`src/rtl/counter_sched.sv`:
```
// Purpose : round-robin owner of one shared WIDTH-bit up-counter for two interval requesters.
// Latency : grant registered 1 cycle after req; owner holds gnt for len+3 cycles; done pulses on the last of them.
// Backpr. : none; a requester simply waits (holding req) until it is granted, later req/len changes are ignored.
//
// Ports:
//   clock, clear      rising-edge clock, synchronous active-high reset
//   req[1:0]          interval requests, bit i = requester i
//   len0, len1        interval lengths, sampled when the requester is granted
//   cnt_q             current value of the shared counter
//   gnt[1:0]          one-hot owner (0 when idle)
//   done[1:0]         one-cycle completion pulse on the owner's bit
//   busy              high whenever an interval is in progress
//   cnt_clr, cnt_en   clear strobe and count enable to the shared counter
module counter_sched #(
    parameter int WIDTH = 4
) (
    input  logic             clock,
    input  logic             clear,
    input  logic [1:0]       req,
    input  logic [WIDTH-1:0] len0,
    input  logic [WIDTH-1:0] len1,
    input  logic [WIDTH-1:0] cnt_q,
    output logic [1:0]       gnt,
    output logic [1:0]       done,
    output logic             busy,
    output logic             cnt_clr,
    output logic             cnt_en
);

    localparam logic [1:0] IDLE = 2'd0;
    localparam logic [1:0] LOAD = 2'd1;
    localparam logic [1:0] RUN  = 2'd2;
    localparam logic [1:0] DONE = 2'd3;

    localparam logic [WIDTH-1:0] ONE  = {{(WIDTH-1){1'b0}}, 1'b1};
    localparam logic [WIDTH-1:0] ZERO = '0;

    logic [1:0]       state;
    logic             ptr;        // 0: requester 0 wins a tie, 1: requester 1 wins
    logic [WIDTH-1:0] len_lat;
    logic [1:0]       pick;
    logic [WIDTH-1:0] cnt_nxt;

    // A lone requester always wins; the pointer only breaks ties.
    always_comb begin
        pick = req;
        if (req == 2'b11) begin
            pick = ptr ? 2'b10 : 2'b01;
        end
    end

    // Value the counter will hold next cycle while it is enabled.
    assign cnt_nxt = cnt_q + ONE;

    assign busy = (state != IDLE);

    always_ff @(posedge clock) begin
        if (clear) begin
            state   <= IDLE;
            ptr     <= 1'b0;
            len_lat <= ZERO;
            gnt     <= 2'b00;
            done    <= 2'b00;
            cnt_clr <= 1'b0;
            cnt_en  <= 1'b0;
        end else begin
            cnt_clr <= 1'b0;
            done    <= 2'b00;
            case (state)
                IDLE: begin
                    if (|req) begin
                        gnt     <= pick;
                        len_lat <= pick[1] ? len1 : len0;
                        cnt_clr <= 1'b1;
                        state   <= LOAD;
                    end
                end
                LOAD: begin
                    // Counter reads 0 in the first RUN cycle, so a zero length
                    // never enables it.
                    cnt_en <= (len_lat != ZERO);
                    state  <= RUN;
                end
                RUN: begin
                    // cnt_en is registered: it is computed one cycle ahead from
                    // the value the counter is about to take, so it is already
                    // low in the cycle where cnt_q matches len_lat.
                    if (cnt_q == len_lat) begin
                        cnt_en <= 1'b0;
                        done   <= gnt;
                        state  <= DONE;
                    end else begin
                        cnt_en <= (cnt_nxt != len_lat);
                    end
                end
                DONE: begin
                    gnt   <= 2'b00;
                    ptr   <= ~ptr;
                    state <= IDLE;
                end
                default: begin
                    state <= IDLE;
                end
            endcase
        end
    end

endmodule

```
`config.mk`:
```
export PLATFORM = sky130hd
export DESIGN_NAME = counter_sched
export DESIGN_NICKNAME = d
export VERILOG_FILES = /design/src/rtl/counter_sched.sv
export SDC_FILE = /design/constraint.sdc
export NUM_CORES = 1
export LEC_CHECK = 0
export BUFFER_PORTS_ARGS = -buffer_cell sky130_fd_sc_hd__buf_2
export CAP_MARGIN = 30
export CORE_MARGIN = 5
export CORE_UTILIZATION = 52
export CTS_CLUSTER_SIZE = 14
export DETAILED_ROUTE_END_ITERATION = 10
export PLACE_DENSITY = 0.81
export SLEW_MARGIN = 20
export SYNTH_ARGS = -nofsm -noshare
export SYNTH_HDL_FRONTEND = slang
export SYNTH_SLANG_ARGS = --single-unit
```
`constraint.sdc`:
```
create_clock -name clock -period 2.3 [get_ports clock]
set_input_delay 0.115 -clock clock [delete_from_list [all_inputs] [get_ports clock]]
set_output_delay 0.115 -clock clock [all_outputs]
set_load 0.005 [all_outputs]
```
==> summary.txt, run 1 <==
Synth
  • Ranking of synthesized cells by area: dfxtp_1 (35%), ha_1 (8.3%), xnor2_2 (6.5%), a211oi_1 (6.0%), nor2_1 (6.0%)
  • Compound-cell area share of the yosys netlist: between 20% and 30%
  • Synth Flop Type: dfxtp_1
  • Xor-xnor portion of the synthesized cell area: approximately 11%
  • Largest family of logic cells by synthesized area: compound AO/OA/AOI/OAI gates
  • Number of synthesized register bits: 13
  • Synth Area in Adders: around 8.3%
  • Synthesized Nets: between 100 and 150
  • Yosys warns: 0
  • Synth unique cells: 30
  • Post-synthesis mux area share: 5.33%
  • Mapped cell area: about 750 um^2
  • Top cells by count, synth: dfxtp_1 (13), nor2_1 (12), a211oi_1 (6)
  • Most area-hungry cell type in the Yosys netlist: dfxtp_1
  • Asr flop ratio synth: 0%
  • Syn Inst Count: 80
  • Most numerous cell in the Yosys netlist: dfxtp_1
  • Post-synth EDFFs: 0
  • Post-synth top area share: a little over a third
  • Post-Synth Simple-Gate Area: around 17%
  • Post-Syn Area per Cell: around 9.4 um^2
  • Sequential share of the synthesized area: ~35%

Global route
  • Vias in the first global route: ~580
  • Grt ovf: 0
  • Met2 global-route usage: 24.3%
  • Busiest grt layer: met2
  • GR Util met1: 18.6%
  • Antenna violations before repair: 0
  • Grt met3 use: 4.51%
  • First-pass GRT wire length: 2.40 mm
  • Largest net degree at the start of global routing: 14
  • GRT Util Overall: 15.1%

Placement
  • HPWL Detailed: 1.25 mm
  • RD Place Congestion: 0.761
  • Dpl cell area: between 800 and 900 um^2
  • IO buf count: 22
  • Dpl ws: 691 ps

Clock network
  • CTS tree: done
  • Clk sinks: 13
  • Longest Clk Path Bufs: 2
  • Resized Gates After CTS: 0
  • Hold_buf cts: 0
  • Setup Buffers After CTS: 0
  • Clock-pin slew on the worst setup and hold paths: 80 ps
  • Latest clock arrival within the worst-skew pair: between 200 and 300 ps
  • Clock root buffer: clkbuf_4
  • CTS Buf Count: 3
  • Deepest level of the CTS H-tree: 1

Timing
  • TNS Setup: 0 ps
  • RSZ-0062 raised after global routing: no
  • Setup-failing EPs final: 0
  • Final period utilization: between 70% and 80%
  • Rel. slew slack: a little over three fifths
  • Hold violation count in the final report: 0
  • F_max: ~0.6 GHz
  • Worst hold margin: approximately 150 ps
  • Clock skew: 0.565 ps
  • Max-slew violation total from the final report: 0
  • Final WS setup: between 600 and 700 ps
  • Fin crit period: roughly 1600 ps
  • Worst slew pin tran: 550 ps

Power and ir drop
  • Power density over the cells: ~1000 mW/mm^2
  • Leak: approximately 0.42 nW
  • Tot Pwr: 0.924 mW
  • Max IR drop VDD: between 0.5 and 0.6 mV

Critical path
  • FF-to-FF path depth: 5
  • Worst Path Arrival: between 1500 and 2000 ps
  • CP endpoint kind: register
  • CP required: around 2500 ps
  • Critical Path Fanout Max: 5
  • Critical Path Start Type: register
  • Setup slack, reg-to-reg: slightly below 700 ps
  • Crit path kind: reg2reg
  • Crit Reg-Reg Startpoint: state[1]
  • RR Endpoint: state[0]

Status
  • Outcome: finished, final reports clean

Routing
  • TritonRoute pass-1 iters: 4
  • Vias per cell: around 5.4
  • DRC viols: 0
  • Antenna Nets Post-Route: 0
  • Vias: 646
  • Routed len/inst: 12.8 um
  • First-iteration detailed-routing DRC count: 9
  • Post-Route WL: approximately 1.5 mm

Floorplan
  • Die area: around 0.0023 mm^2
  • Io pins: 23
  • Site Rows: 13
  • Core region area: around 0.0013 mm^2
  • Starting density of the core: between 50% and 60%
  • Die H: between 40 and 50 um
  • Die X: 48.0 um

Worst hold path
  • Hold Startpoint: req[0]
  • Hold path depth: 3
  • Hold path endpoint: gnt[0]
  • Hold Crit Class: in2reg

Cells and area
  • Ratio of cells with drive above 1 in the final layout: 27.6%
  • Synth-to-Final Area Change: 20.2%
  • Finished Cell Area: approximately 900 um^2
  • Fin nets: 127
  • ANT cells: 0

Run
  • Maxcap violations: 0
[logic make-up after synthesis]
| kind of cell | count (synthesis) |
|---|---|
| adders and majority gates | 5 |
| xor gates and xnor gates | 7 |
| AOI/OAI and AO/OA | 19 |
| muxes | 4 |
| and+or+nand+nor | 26 |
| DFF | 13 |
| buffers and inverters | 6 |
[cells in the final DEF (no fill, tap or decap)]
cell / count
buf_2: 22
dfxtp_1: 13
nor2_1: 12
a211oi_1: 6
inv_1: 5
ha_1: 5
mux2i_1: 4
xnor2_1: 4
xnor2_2: 3
nor3_1: 3
clkbuf_4: 3
nand2b_1: 2
o21bai_1: 2
and2_1: 2
o31ai_1: 2
nand2_1: 1
nor3b_1: 1
a22oi_1: 1
a41oi_2: 1
o21a_1: 1
nand4_1: 1
nor2b_1: 1
a31oi_1: 1
a2bb2oi_1: 1
a21oi_1: 1
nand3_1: 1
nor4_1: 1
a41oi_1: 1
o2111a_1: 1
o21ai_0: 1
or4b_1: 1
clkbuf_1: 1
[worst max-delay path: stages, from the launching register on]
cell	delay, ps
dfxtp_1	340
inv_1	100
ha_1	240
nor3b_1	500
nor2_1	140
o21a_1	200
[routing by layer]
layer  vias to the layer above  wire length (um)
met2                        15               738
met3                         0                96
met4                         0                 0
met5                         -                 0
li1                        344                 -
met1                       287               699
[registers in the layout, summed over array words and instances, names as in the netlist]
signal / cells
gnt: 2
done: 2
state: 2
ptr: 1
cnt_clr: 1
cnt_en: 1
len_lat: 4
[cell type report]
type                       count  area, um^2
sequential                    13         260
multi-input combinational     61         468
timing repair buffer          22         110
inverter                       5        18.8
clock buffer                   4        26.3
tap                           15        18.8
fill                         106         432
[where the power goes]
group / leakage [nW] / switching (mW) / total, mW / internal (mW)
Sequential: 0.107 / 0.0659 / 0.357 / 0.291
Combinational: 0.298 / 0.223 / 0.426 / 0.203
Clock: 0.0150 / 0.0743 / 0.141 / 0.0671
Total: 0.420 / 0.363 / 0.924 / 0.561
[worst max path at each step]
stage | startpoint | to | depth (start not counted)
after global routing | state[1] | len_lat[1] | 6
after detailed placement | state[1] | len_lat[1] | 6
after CTS | state[1] | len_lat[1] | 6
after global placement | state[1] | state[1] | 5
final | state[1] | state[0] | 5
after floorplan | state[0] | state[1] | 5
[stage by stage]
step | cells | utilization [%]
finish | 120 | 67.6
floorplan | 80 | -
global route | 120 | 67.6
CTS | 120 | 67.6
detailed placement | 116 | 65.7
global placement | 116 | 65.7
(Power assumes the default switching activity.)
==> run 2: changes to the inputs <==
--- a/config.mk
+++ b/config.mk
@@ -7,11 +7,12 @@
 export LEC_CHECK = 0
 export BUFFER_PORTS_ARGS = -buffer_cell sky130_fd_sc_hd__buf_2
 export CAP_MARGIN = 30
+export CORE_ASPECT_RATIO = 1.25
 export CORE_MARGIN = 5
-export CORE_UTILIZATION = 52
+export CORE_UTILIZATION = 44
 export CTS_CLUSTER_SIZE = 14
 export DETAILED_ROUTE_END_ITERATION = 10
-export PLACE_DENSITY = 0.81
+export PLACE_DENSITY = 0.73
 export SLEW_MARGIN = 20
 export SYNTH_ARGS = -nofsm -noshare
 export SYNTH_HDL_FRONTEND = slang
==> constraint.sdc (replaced) <==
create_clock -name clock -period 1.4 [get_ports clock]
set_input_delay 0.07 -clock clock [delete_from_list [all_inputs] [get_ports clock]]
set_output_delay 0.07 -clock clock [all_outputs]
set_load 0.005 [all_outputs]
==> run 2 against run 1 <==
The flow now finishes with violations (setup timing). Clock skew increased by 9.3 ps. First-iteration DRC count decreased by 11%. Worst hold slack got worse by 37 ps. Highest routed layer is now met4. Non-clock buffer count increased by 14. Global-route usage decreased by 2.0 points. Worst setup slack got worse by 700 ps. Combinational power increased to 2.6 times the previous value. Largest power group unchanged. Clock power increased by 63%. Register-to-register slack got worse by 700 ps. Clock-buffer cell count unchanged.
==> summary.txt, run 2 (synthesis gave the netlist of run 1 again) <==
Timing
  • F_max: ~0.7 GHz
  • Max-slew violation total from the final report: 0
  • Hold violation count in the final report: 0
  • Setup-failing EPs final: 1
  • Fin crit period: 1420 ps
  • TNS Setup: -20.3 ps
  • Worst hold margin: about 120 ps
  • Final WS setup: -20.3 ps
  • RSZ-0062 raised after global routing: yes
  • Clock skew: a little under 10 ps
  • Final period utilization: 101%
  • Worst slew pin tran: between 300 and 400 ps
  • Rel. slew slack: between 70% and 80%

Routing
  • Antenna Nets Post-Route: 0
  • Post-Route WL: about 1.7 mm
  • Vias per cell: 5.28
  • TritonRoute pass-1 iters: 4
  • Routed len/inst: around 13 um
  • First-iteration detailed-routing DRC count: 8
  • Vias: slightly above 700
  • DRC viols: 0

Cells and area
  • Fill cells: 134
  • Non-Filler Instances: approximately 140
  • Multi-input logic area: 533 um^2
  • Fin nets: 141
  • Most common cell after layout, fill and taps aside: buf_2
  • Largest register FFs: 4
  • Ratio of cells with drive above 1 in the final layout: a little under half
  • ANT cells: 0
  • Fin util: 67.8%
  • Largest register by flop count: len_lat
  • Most frequent cells in the layout: buf_2 (22), buf_4 (13), nor2_1 (12)
  • Register area: 264 um^2
  • Synth-to-Final Area Change: 44.7%

Floorplan
  • Io pins: 23
  • Die X: about 47 um
  • Die area: 0.00264 mm^2
  • Core region area: 0.00160 mm^2
  • Site Rows: 16
  • Die H: between 50 and 60 um
  • Starting density of the core: 46.9%

Worst hold path
  • Hold Crit Class: in2reg
  • Hold Startpoint: clear
  • Hold path depth: 2
  • Hold path endpoint: gnt[0]

Critical path
  • CP required: ~1600 ps
  • Crit Reg-Reg Startpoint: state[1]
  • CP endpoint kind: register
  • RR Endpoint: state[1]
  • FF-to-FF path depth: 6
  • Crit path kind: reg2reg
  • Setup slack, reg-to-reg: -20 ps
  • Critical Path Fanout Max: 2
  • Critical Path Start Type: register
  • Worst Path Arrival: approximately 1600 ps

Global route
  • Vias in the first global route: 602
  • Grt ovf: 0
  • Largest net degree at the start of global routing: 14
  • GRT Util Overall: a little over an eighth
  • Antenna violations before repair: 0
  • First-pass GRT wire length: ~2.6 mm

Placement
  • Dpl ws: -19.5 ps
  • Placed Cells incl. Taps: between 100 and 150
  • HPWL Detailed: between 1 and 1.5 mm
  • IO buf count: 22
  • RD Place Congestion: just over 0.8

Power and ir drop
  • Power density over the cells: 1750 mW/mm^2
  • Leak: between 0.5 and 0.6 nW
  • Max IR drop VDD: just over 1 mV

Clock network
  • Clk sinks: 13
  • Latest clock arrival within the worst-skew pair: 270 ps
  • Longest Clk Path Bufs: 2
  • Clock root buffer: clkbuf_4
  • CTS tree: done
  • CTS Buf Count: 3
  • Hold_buf cts: 0
  • Clock-pin slew on the worst setup and hold paths: around 80 ps
  • Deepest level of the CTS H-tree: 1

Status
  • Failing checks: setup timing
  • Outcome: finished with violations

Run
  • Maxcap violations: 0
-- run 2: worst max-delay path, cell delays in order, from the launching register on --
cell and delay, ps:
dfxtp_2 340, buf_6 110, ha_4 150, inv_2 60, a41oi_2 40, or4b_1 540
o31ai_1 90
-- run 2: worst max path at each step --
stage,from,end,slack (ps),depth (start not counted)
2_1_floorplan,state[0],state[1],8,5
3_3_place_gp,state[1],state[1],20,5
3_5_place_dp,state[1],state[1],-20,5
4_1_cts,state[1],state[1],20,5
5_1_grt,len_lat[1],state[1],-60,4
6_report,state[1],state[1],-20,6
-- run 2: timing repair --
action,in CTS,in global routing
pin swaps,0,9
setup endpoints to repair,2,2
buffers inserted,0,4
resized for setup,4,11
-- run 2: through the flow --
stage	cell area, um^2	total power, mW
floorplan	758	1.11
global placement	962	1.42
detailed placement	962	1.43
CTS	1000	1.71
global route	1090	2.04
finish	1090	1.90
-- run 2: layout make-up --
type,instances,share of cell area [%]
Multi-Input combinational cell,61,49.1
Sequential cell,13,24.3
Timing Repair Buffer,36,20.2
Clock buffer,4,2.42
Tap cell,18,2.07
Inverter,5,1.96
-- run 2: routing by layer --
metal / wire length, um / part of all wire, % / vias up / global-route usage, %
met5: 0 / 0 / - / 0
li1: - / - / 373 / -
met4: 12 / 0.69 / 0 / 5.93
met2: 886 / 51 / 19 / 20.0
met1: 730 / 42 / 329 / 17.0
met3: 102 / 5.9 / 2 / 2.91
-- run 2: power breakdown --
part	switching (mW)	internal (mW)	total, mW	leakage [nW]
registers	0.0907	0.486	0.577	0.108
clock network	0.120	0.110	0.230	0.0150
logic	0.493	0.597	1.09	0.383
==> run 3: changes to the inputs <==
--- a/config.mk
+++ b/config.mk
@@ -5,12 +5,12 @@
 export SDC_FILE = /design/constraint.sdc
 export NUM_CORES = 1
 export LEC_CHECK = 0
+export ABC_AREA = 1
 export BUFFER_PORTS_ARGS = -buffer_cell sky130_fd_sc_hd__buf_2
 export CAP_MARGIN = 30
 export CORE_ASPECT_RATIO = 1.25
 export CORE_MARGIN = 5
-export CORE_UTILIZATION = 44
-export CTS_CLUSTER_SIZE = 14
+export CORE_UTILIZATION = 45
 export DETAILED_ROUTE_END_ITERATION = 10
 export PLACE_DENSITY = 0.73
 export SLEW_MARGIN = 20
==> constraint.sdc (replaced) <==
create_clock -name clock -period 1.4 [get_ports clock]
set_input_delay 0.21 -clock clock [delete_from_list [all_inputs] [get_ports clock]]
set_output_delay 0.21 -clock clock [all_outputs]
set_load 0.005 [all_outputs]
==> run 3 against run 2 <==
The flow now finishes without violations. Register-to-register slack improved by 190 ps. Final area fell by 9.3%. Clock power about the same. Sequential power fell by 1%. Utilization down 11 points. Die area increased by 5.5%. Combinational power is 26% lower. Non-clock buffer count shrank 14. Highest routed layer unchanged.
==> summary.txt, run 3 <==
Clock network
  • Clock root buffer: clkbuf_4
  • CTS Buf Count: 3
  • Clock-pin slew on the worst setup and hold paths: ~80 ps
  • Longest Clk Path Bufs: 2
  • CTS tree: done
  • Deepest level of the CTS H-tree: 1
  • Latest clock arrival within the worst-skew pair: about 270 ps
  • Clk sinks: 13

Synth
  • Post-synth top area share: roughly a third
  • Synthesized Nets: between 100 and 150
  • Synth unique cells: 18
  • Asr flop ratio synth: 0%
  • Post-synth EDFFs: 0
  • Synth Flop Type: dfxtp_1
  • Ranking of synthesized cells by area: dfxtp_1 (32%), nand2_1 (21%), inv_1 (8.7%), ha_1 (7.6%), o21ai_0 (4.3%)
  • Post-Syn Area per Cell: 6.46 um^2
  • Number of synthesized register bits: 13
  • Sequential share of the synthesized area: 31.7%
  • Syn Inst Count: roughly 130
  • Yosys warns: 0
  • Most area-hungry cell type in the Yosys netlist: dfxtp_1
  • Top cells by count, synth: nand2_1 (45), inv_1 (19), dfxtp_1 (13)
  • Mapped cell area: between 800 and 900 um^2
  • Most numerous cell in the Yosys netlist: nand2_1

Placement
  • IO buf count: 22
  • RD Place Congestion: a little over 0.8
  • HPWL Detailed: approximately 1.5 mm

Routing
  • First-iteration detailed-routing DRC count: 9
  • Vias: 855
  • Post-Route WL: about 1.8 mm
  • Routed len/inst: 10.6 um
  • TritonRoute pass-1 iters: 4
  • Vias per cell: a little under 5
  • Antenna Nets Post-Route: 0
  • DRC viols: 0

Floorplan
  • Die H: 57.8 um
  • Die area: 0.00278 mm^2
  • Die X: 48.2 um
  • Starting density of the core: 47.1%
  • Core region area: about 0.0017 mm^2
  • Io pins: 23
  • Site Rows: 17

Critical path
  • Critical Path Start Type: register
  • Crit path kind: reg2out
  • Cell mode on critical path: inv_2
  • CP max stage cell: dfxtp_1
  • CP endpoint kind: output pin
  • Crit-path cells: inv_2, ha_2, inv_2, buf_2
  • Slowest Stage Delay on Critical Path: roughly 360 ps
  • CP top delay family: flip-flops
  • CP required: between 1000 and 1500 ps
  • Bufs and invs on worst path: 3
  • Critical Path Fanout Max: 4
  • Worst Path Arrival: 1110 ps

Timing
  • TNS Setup: 0 ps
  • F_max: between 0.7 and 0.8 GHz
  • Worst hold margin: about 140 ps
  • Setup-failing EPs final: 0
  • Final period utilization: a little over nine tenths
  • Worst slew pin tran: about 240 ps
  • Fin crit period: about 1300 ps
  • Rel. slew slack: between 80% and 90%
  • RSZ-0062 raised after global routing: no
  • Max-slew violation total from the final report: 0
  • Clock skew: around 0.48 ps
  • Hold violation count in the final report: 0

Cells and area
  • Ratio of cells with drive above 1 in the final layout: between 20% and 30%
  • Fill cells: about 180
  • Most frequent cells in the layout: nand2_1 (45), buf_2 (22), inv_1 (17)
  • Largest register by flop count: len_lat
  • Most common cell after layout, fill and taps aside: nand2_1
  • ANT cells: 0
  • Fin nets: between 150 and 200
  • Synth-to-Final Area Change: 20.0%
  • Largest register FFs: 4

Global route
  • Grt ovf: 0
  • Vias in the first global route: approximately 830
  • GRT Util Overall: between 10% and 20%
  • Largest net degree at the start of global routing: 11
  • First-pass GRT wire length: ~3.2 mm
  • Antenna violations before repair: 0

Run
  • Maxcap violations: 0

Power and ir drop
  • Leak: 0.518 nW
  • Max IR drop VDD: 0.969 mV
  • Power density over the cells: about 1600 mW/mm^2

Worst hold path
  • Hold Crit Class: in2reg

Status
  • Outcome: finished, final reports clean
[run 3: cell count changes in the layout (fill, tap and decap cells not counted), moves of 5 or more]
| cell | change |
|---|---|
| inv_1 | +15 |
| nand3_1 | +5 |
| nand2_1 | +44 |
| a211oi_1 | -5 |
| buf_4 | -13 |
| o21ai_0 | +6 |
| nor2_1 | -6 |
[run 3: cell type report]
cell class              count  area [um^2]  share of cell area, %
clock buffers               4         26.3                   2.67
inverters                  21         78.8                   8.01
multi-input cells          93          484                   49.2
flip-flops and latches     13          262                   26.6
well taps                  19         23.8                   2.41
repair buffers             22          110                   11.2
[run 3: routing by layer]
layer / share of wire [%] / vias to the layer above / routed length [um] / track usage (%)
li1: - / 453 / - / -
met1: 42 / 382 / 760 / 18.6
met2: 52 / 16 / 939 / 26.3
met3: 4.8 / 4 / 87 / 2.80
met4: 1.6 / 0 / 29 / 5.77
met5: 0 / - / 0 / 0
[run 3: logic make-up (layout without fill, tap and decap cells)]
group | after synthesis | in the layout | share of synthesized area, %
AND/OR/NAND/NOR | 68 | 68 | 36.4
buffers and inverters | 21 | 47 | 9.60
AO/OA/AOI/OAI | 18 | 18 | 12.5
flip-flops | 13 | 13 | 31.7
adder cells (fa/ha/maj) | 5 | 5 | 7.62
XOR/XNOR | 2 | 2 | 2.13
[run 3: where the power goes]
part / switching [mW] / total [mW] / internal, mW
logic: 0.483 / 0.802 / 0.319
registers: 0.0894 / 0.570 / 0.480
clock network: 0.120 / 0.230 / 0.110
[run 3: final timing paths]
check / start / to / slack [ps] / cells after the start
setup / recovery: state[0] / busy / 80 / 4
hold / removal: clear / gnt[0] / 140 / 2
hold reg to reg: gnt[1] / done[1] / 460 / 2
setup reg to reg: state[0] / gnt[1] / 170 / 6
[run 3: worst reg2reg max path: stages, from the launching register on]
cell and delay (ps):
dfxtp_1 330, inv_2 90, ha_2 210, inv_2 60
nor2_4 190, nand3_1 110, a21oi_1 160
[run 3: metrics by stage]
stage / area [um^2] / setup WS [ps] / power (mW) / util (%) / cells
after floorplan: 821 / 232 / 1.15 / - / 127
after global placement: 955 / 164 / 1.34 / 54.7 / 168
final: 985 / 80.8 / 1.60 / 56.5 / 172
after global routing: 985 / 12.3 / 1.78 / 56.5 / 172
after detailed placement: 955 / 101 / 1.36 / 54.7 / 168
after CTS: 981 / 8.12 / 1.60 / 56.2 / 172
[run 3: what timing repair did]
| action | CTS | global route |
|---|---|---|
| setup endpoints to repair | 1 | 3 |
| buffers inserted | 0 | 0 |
| pin swaps | 0 | 0 |
| hold buffers | 0 | 0 |
| gates resized for setup | 1 | 3 |
| endpoints found under the hold margin | 0 | 0 |
